### config.mk
export PLATFORM = sky130hd
export DESIGN_NAME = stage_memory
export DESIGN_NICKNAME = d
export VERILOG_FILES = /design/src/rtl/stage_memory.sv
export SDC_FILE = /design/constraint.sdc
export NUM_CORES = 1
export LEC_CHECK = 0
export CORE_MARGIN = 4
export CORE_UTILIZATION = 52
export CTS_CLUSTER_DIAMETER = 40
export DETAILED_ROUTE_END_ITERATION = 16
export PLACE_DENSITY_LB_ADDON = 0.15
export SLEW_MARGIN = 20
export SYNTH_ARGS = -nofsm -noshare
export SYNTH_HDL_FRONTEND = slang
export SYNTH_SLANG_ARGS = --single-unit
### constraint.sdc
create_clock -name clk -period 5.2 [get_ports clk]
set_input_delay 0.78 -clock clk [delete_from_list [all_inputs] [get_ports clk]]
set_output_delay 0.78 -clock clk [all_outputs]
set_load 0.02 [all_outputs]
### src/rtl/stage_memory.sv
// EX->MEM pipeline stage: issues data-memory requests, aligns store lanes,
// extends load data and registers everything writeback consumes.
module stage_memory #(
  parameter int ADDR_W = 32
) (
  input  logic              clk,
  input  logic              rst,
  input  logic              ex_valid,
  input  logic              ex_mem_rd_en,
  input  logic              ex_mem_wr_en,
  input  logic [2:0]        ex_funct3,
  input  logic [4:0]        ex_rd,
  input  logic [1:0]        ex_result_src,
  input  logic [31:0]       ex_alu_result,
  input  logic [31:0]       ex_write_data,
  input  logic [31:0]       ex_instr_addr_plus,
  input  logic              ex_regfile_wr_enable,
  output logic              mem_stall,
  output logic [4:0]        mem_rd,
  output logic [1:0]        mem_result_src,
  output logic [31:0]       mem_alu_result,
  output logic [31:0]       mem_read_data,
  output logic [31:0]       mem_instr_addr_plus,
  output logic              mem_regfile_wr_enable,
  output logic              mem_fault,
  output logic              dmem_req,
  output logic              dmem_we,
  output logic [ADDR_W-1:0] dmem_addr,
  output logic [31:0]       dmem_wdata,
  output logic [3:0]        dmem_be,
  input  logic              dmem_ready,
  input  logic              dmem_rvalid,
  input  logic [31:0]       dmem_rdata
);

  // state | meaning
  // IDLE  | no access outstanding; EX ops retire in one cycle
  // REQ   | request on the bus, waiting for dmem_ready
  // RSP   | load accepted, waiting for dmem_rvalid
  localparam logic [1:0] S_IDLE = 2'd0;
  localparam logic [1:0] S_REQ  = 2'd1;
  localparam logic [1:0] S_RSP  = 2'd2;

  logic [1:0]  state;
  logic        op_store;
  logic [2:0]  op_funct3;
  logic [4:0]  op_rd;
  logic [1:0]  op_result_src;
  logic [31:0] op_alu_result;
  logic [31:0] op_write_data;
  logic [31:0] op_instr_addr_plus;
  logic        op_regfile_wr_enable;
  logic [3:0]  op_be;

  logic [1:0]  ex_off;
  logic        ex_is_mem;
  logic        ex_fault;
  logic [3:0]  ex_be;
  logic [31:0] ex_wdata;
  logic [31:0] rd_shifted;
  logic [31:0] load_data;

  always_comb begin
    ex_off    = ex_alu_result[1:0];
    ex_is_mem = ex_valid & (ex_mem_rd_en | ex_mem_wr_en);
    ex_fault  = 1'b0;
    ex_be     = 4'b1111;
    ex_wdata  = ex_write_data;
    case (ex_funct3[1:0])
      2'b00: begin
        ex_be    = 4'b0001 << ex_off;
        ex_wdata = {4{ex_write_data[7:0]}};
      end
      2'b01: begin
        ex_be    = 4'b0011 << ex_off;
        ex_wdata = {2{ex_write_data[15:0]}};
        ex_fault = ex_off[0];
      end
      2'b10:   ex_fault = |ex_off;
      default: ex_fault = 1'b1;
    endcase
    // Loads allow the unsigned byte/half codes; stores have no funct3[2] variants.
    if (ex_mem_rd_en) begin
      if (ex_funct3 == 3'b110) ex_fault = 1'b1;
    end else begin
      if (ex_funct3[2]) ex_fault = 1'b1;
    end
    ex_fault = ex_fault & ex_is_mem;
  end

  always_comb begin
    rd_shifted = dmem_rdata >> {op_alu_result[1:0], 3'b000};
    case (op_funct3)
      3'b000:  load_data = {{24{rd_shifted[7]}}, rd_shifted[7:0]};
      3'b001:  load_data = {{16{rd_shifted[15]}}, rd_shifted[15:0]};
      3'b100:  load_data = {24'd0, rd_shifted[7:0]};
      3'b101:  load_data = {16'd0, rd_shifted[15:0]};
      default: load_data = dmem_rdata;
    endcase
  end

  assign mem_stall  = (state != S_IDLE);
  assign dmem_req   = (state == S_REQ);
  assign dmem_we    = dmem_req & op_store;
  assign dmem_be    = dmem_req ? op_be : 4'b0000;
  assign dmem_addr  = {op_alu_result[ADDR_W-1:2], 2'b00};
  assign dmem_wdata = op_write_data;

  always_ff @(posedge clk) begin
    if (rst) begin
      state                 <= S_IDLE;
      mem_rd                <= '0;
      mem_result_src        <= '0;
      mem_alu_result        <= '0;
      mem_read_data         <= '0;
      mem_instr_addr_plus   <= '0;
      mem_regfile_wr_enable <= 1'b0;
      mem_fault             <= 1'b0;
      op_store              <= 1'b0;
      op_funct3             <= '0;
      op_rd                 <= '0;
      op_result_src         <= '0;
      op_alu_result         <= '0;
      op_write_data         <= '0;
      op_instr_addr_plus    <= '0;
      op_regfile_wr_enable  <= 1'b0;
      op_be                 <= '0;
    end else begin
      mem_fault <= 1'b0;
      case (state)
        S_IDLE: begin
          if (ex_is_mem && !ex_fault) begin
            op_store              <= ~ex_mem_rd_en;
            op_funct3             <= ex_funct3;
            op_rd                 <= ex_rd;
            op_result_src         <= ex_result_src;
            op_alu_result         <= ex_alu_result;
            op_write_data         <= ex_wdata;
            op_instr_addr_plus    <= ex_instr_addr_plus;
            op_regfile_wr_enable  <= ex_regfile_wr_enable;
            op_be                 <= ex_be;
            mem_regfile_wr_enable <= 1'b0;
            state                 <= S_REQ;
          end else begin
            mem_rd                <= ex_rd;
            mem_result_src        <= ex_result_src;
            mem_alu_result        <= ex_alu_result;
            mem_instr_addr_plus   <= ex_instr_addr_plus;
            mem_regfile_wr_enable <= ex_valid & ex_regfile_wr_enable & ~ex_fault;
            mem_fault             <= ex_fault;
          end
        end
        S_REQ: begin
          mem_regfile_wr_enable <= 1'b0;
          if (dmem_ready) begin
            if (op_store) begin
              mem_rd              <= op_rd;
              mem_result_src      <= op_result_src;
              mem_alu_result      <= op_alu_result;
              mem_instr_addr_plus <= op_instr_addr_plus;
              state               <= S_IDLE;
            end else begin
              state <= S_RSP;
            end
          end
        end
        S_RSP: begin
          mem_regfile_wr_enable <= 1'b0;
          if (dmem_rvalid) begin
            mem_rd                <= op_rd;
            mem_result_src        <= op_result_src;
            mem_alu_result        <= op_alu_result;
            mem_read_data         <= load_data;
            mem_instr_addr_plus   <= op_instr_addr_plus;
            mem_regfile_wr_enable <= op_regfile_wr_enable;
            state                 <= S_IDLE;
          end
        end
        default: state <= S_IDLE;
      endcase
    end
  end

endmodule

==> results_dict.tcl <==
set metrics [dict create \
    cp.required_ps 5630 \
    clock_skew_ps 14.0 \
    cts_tree "yes" \
    dieArea_mm2 0.0238 \
    grt_max_degree 142 \
    yosys-top-cells-area "dfxtp_1 (39%), mux2i_1 (8.8%), a21oi_1 (7.1%), o31ai_2 (5.6%), o21ai_0 (5.0%)" \
    worstHoldPathType "flop to flop" \
    setup_viol 0 \
    finalPower_mw 5.49 \
    fmax_mhz 313 \
    synth_common_cells "dfxtp_1 (219), a21oi_1 (159), o21ai_0 (112)" \
    gp_congestion 0.866 \
    portBuffers 319 \
    critPathLaunch "state[1]" \
    antenna_found_initial 1 \
    synth_top_area_share_pct 39.3 \
    die_w_um 154 \
    fin_crit_sh_pct 61.4 \
    synth-edff-count 0 \
    crit_arrival_ps 3620 \
    start_util_pct 53.0 \
    ioPinCount 322 \
    min_period_ps 3200 \
    rows 53 \
    drt_iter0_markers 804 \
    grt_usage_pct 27.2 \
    fillers 1586 \
    drc 0 \
    reg2reg_slack_ps 2000 \
    clk_latency_ps 510 \
    synth_async_sr_flop_share_pct 0 \
    cts_buffer_depth 3 \
    cts_made_buffers 37 \
    ys_warn_count 0 \
    synth_cell_types 51 \
    crit_path_max_incr_delay_ps 600 \
    first_pass_iters 5 \
    overflow 0 \
    worst-r2r-cell-count 8 \
    end_kind "flop" \
    fin_nets 1589 \
    areaGrowthSynthToFinish_pct 37.7 \
    final-seq-area_mm2 0.00438 \
    grt_pass1_wl_mm 54.3 \
    route.vias.total 10700 \
    status "completed" \
    synth_top_cell_by_area "dfxtp_1" \
    vdd_drop_max_v 0.000275 \
    fin_tns_setup_ps 0 \
    synth.most_common_cell "dfxtp_1" \
    ys_ff_latch 219 \
    avgSynthCellArea_um2 8.96 \
    grt_pass1_vias 10200 \
    drive_gt1_share_pct 13.1 \
    ant_nets 0 \
    clock_sinks 219 \
    synth_ff_type "dfxtp_1" \
    crit_chain "inv_1, ha_1, nand2b_1, nand4_4, buf_12, buf_4, or4_1, a21oi_2" \
    path_clk_slew_ps 60 \
    wl_per_cell_um 19.9 \
    cp-endpoint "mem_alu_result[12]" \
    power.density_mw_per_mm2 358 \
    cts_setup_buffers 0 \
    root_buffer "clkbuf_16" \
    die_h_um 154 \
    slew_headroom_pct 31.2 \
    cap_violations 0 \
    p_leak_nw 5.10 \
    slowest_stage "or4_1" \
    htree_num_levels 2 \
    core-area_mm2 0.0210 \
    hold_viol_final 0 \
    syn_area_mm2 0.0111 \
    ys_seq_area_share_pct 39.3 \
    path_class "flop to flop" \
    hpwl_mm 21.1 \
    worstReg2RegStart "state[1]" \
    rsz0062_at_grt "no" \
    vias_per_cell 6.13 \
    tightestPinTransition_ps 1030 \
    post_cts_resized 0 \
    timing.rr.end "mem_alu_result[12]" \
    multi_input_area_mm2 0.00584 \
    netlist_instances 1244 \
    slew_viol_final 0 \
    startpoint_type "flop" \
    drt_wl_total_mm 34.8 \
    cts_hold_buf 0 \
    crit_fanout 61 \
]
## layout by cell type, fill, tap and decap left out, types with 5 or more instances in the layout
cell	n
nand3_1	84
nand2_1	26
dfxtp_1	219
a2bb2oi_1	7
a21oi_1	159
a21oi_2	50
and2_1	6
inv_1	8
clkdlybuf4s50_1	318
bufinv_16	8
o21ai_0	112
o221ai_1	7
nor2_1	32
clkbuf_16	39
a311oi_1	9
o31ai_2	50
or4_1	70
clkbuf_1	6
o211ai_1	8
buf_4	11
a211oi_1	35
mux2i_1	98
buf_12	5
o2111ai_1	7
o31ai_1	20
nand2b_1	12
nand3b_1	9
## how the worst min path moves through the flow
stage / from / to / slack (ps) / cells after the start
6_report: mem_read_data[1] / mem_read_data[1] / 450 / 2
5_1_grt: mem_read_data[1] / mem_read_data[1] / 470 / 2
4_1_cts: mem_read_data[1] / mem_read_data[1] / 450 / 2
3_5_place_dp: mem_read_data[1] / mem_read_data[1] / 440 / 2
3_3_place_gp: mem_read_data[1] / mem_read_data[1] / 440 / 2
2_1_floorplan: op_instr_addr_plus[0] / op_instr_addr_plus[0] / 450 / 2
## registers in the layout, summed over array words and instances (netlist names)
name and count:
op_regfile_wr_enable 1, op_store 1, dmem_wdata 32, state 2, mem_read_data 32, mem_rd 5
mem_regfile_wr_enable 1, op_funct3 3, mem_result_src 2, op_result_src 2, mem_fault 1, mem_alu_result 32
mem_instr_addr_plus 32, op_instr_addr_plus 32, op_be 4, op_alu_result 32, op_rd 5
## cell families (layout without fill, tap and decap cells)
group / after synthesis / after routing / share of synthesized area [%]
AO/OA/AOI/OAI: 479 / 479 / 29.5
adder cells (fa/ha/maj): 4 / 4 / 0.449
buffers and inverters: 188 / 411 / 8.60
flip-flops: 219 / 219 / 39.3
multiplexers: 98 / 98 / 8.80
other: 1 / 4 / 0.0336
AND/OR/NAND/NOR: 255 / 255 / 13.3
## critical path: cells and delay by family (launching register included)
| kind | cells | cell delay, ps |
|---|---|---|
| simple gates | 3 | 1390 |
| buf+inv | 3 | 850 |
| flops | 1 | 370 |
| fa+ha+maj | 1 | 280 |
| compound gates | 1 | 170 |
## metrics by stage
step                utilization (%)  worst slack (ps)  hold slack, ps  instance area, um^2  instances
floorplan                         -              3040             454                11200       1245
global placement               66.5              1570             438                14000       1675
detailed placement             66.5              1510             444                14000       1675
CTS                            73.0              2030             452                15300       1743
global route                   73.0              1840             466                15400       1744
finish                         73.0              2000             450                15400       1745
## power by group
group	leakage, nW	internal (mW)	switching, mW
logic	2.65	0.433	0.527
clock network	0.656	1.82	0.864
registers	1.79	1.78	0.0712
## per-layer routing
layer	vias to the layer above	share of wire [%]	wire length [um]	global-route usage, %
met1	5213	43	14800	36.3
met2	359	47	16400	42.8
met4	0	3.3	1160	10.3
met5	-	0	0	0
met3	83	7.0	2450	6.74
li1	5040	-	-	-
## cell type report
| type | instances | share of cell area [%] |
|---|---|---|
| diodes | 2 | 0.0326 |
| clock buffers | 48 | 6.77 |
| clock inverters | 20 | 2.17 |
| inverters | 8 | 0.196 |
| multi-input cells | 838 | 38.0 |
| flip-flops and latches | 219 | 28.6 |
| well taps | 275 | 2.24 |
| repair buffers | 335 | 22.0 |
No activity file was read; power rests on OpenSTA's default activity.
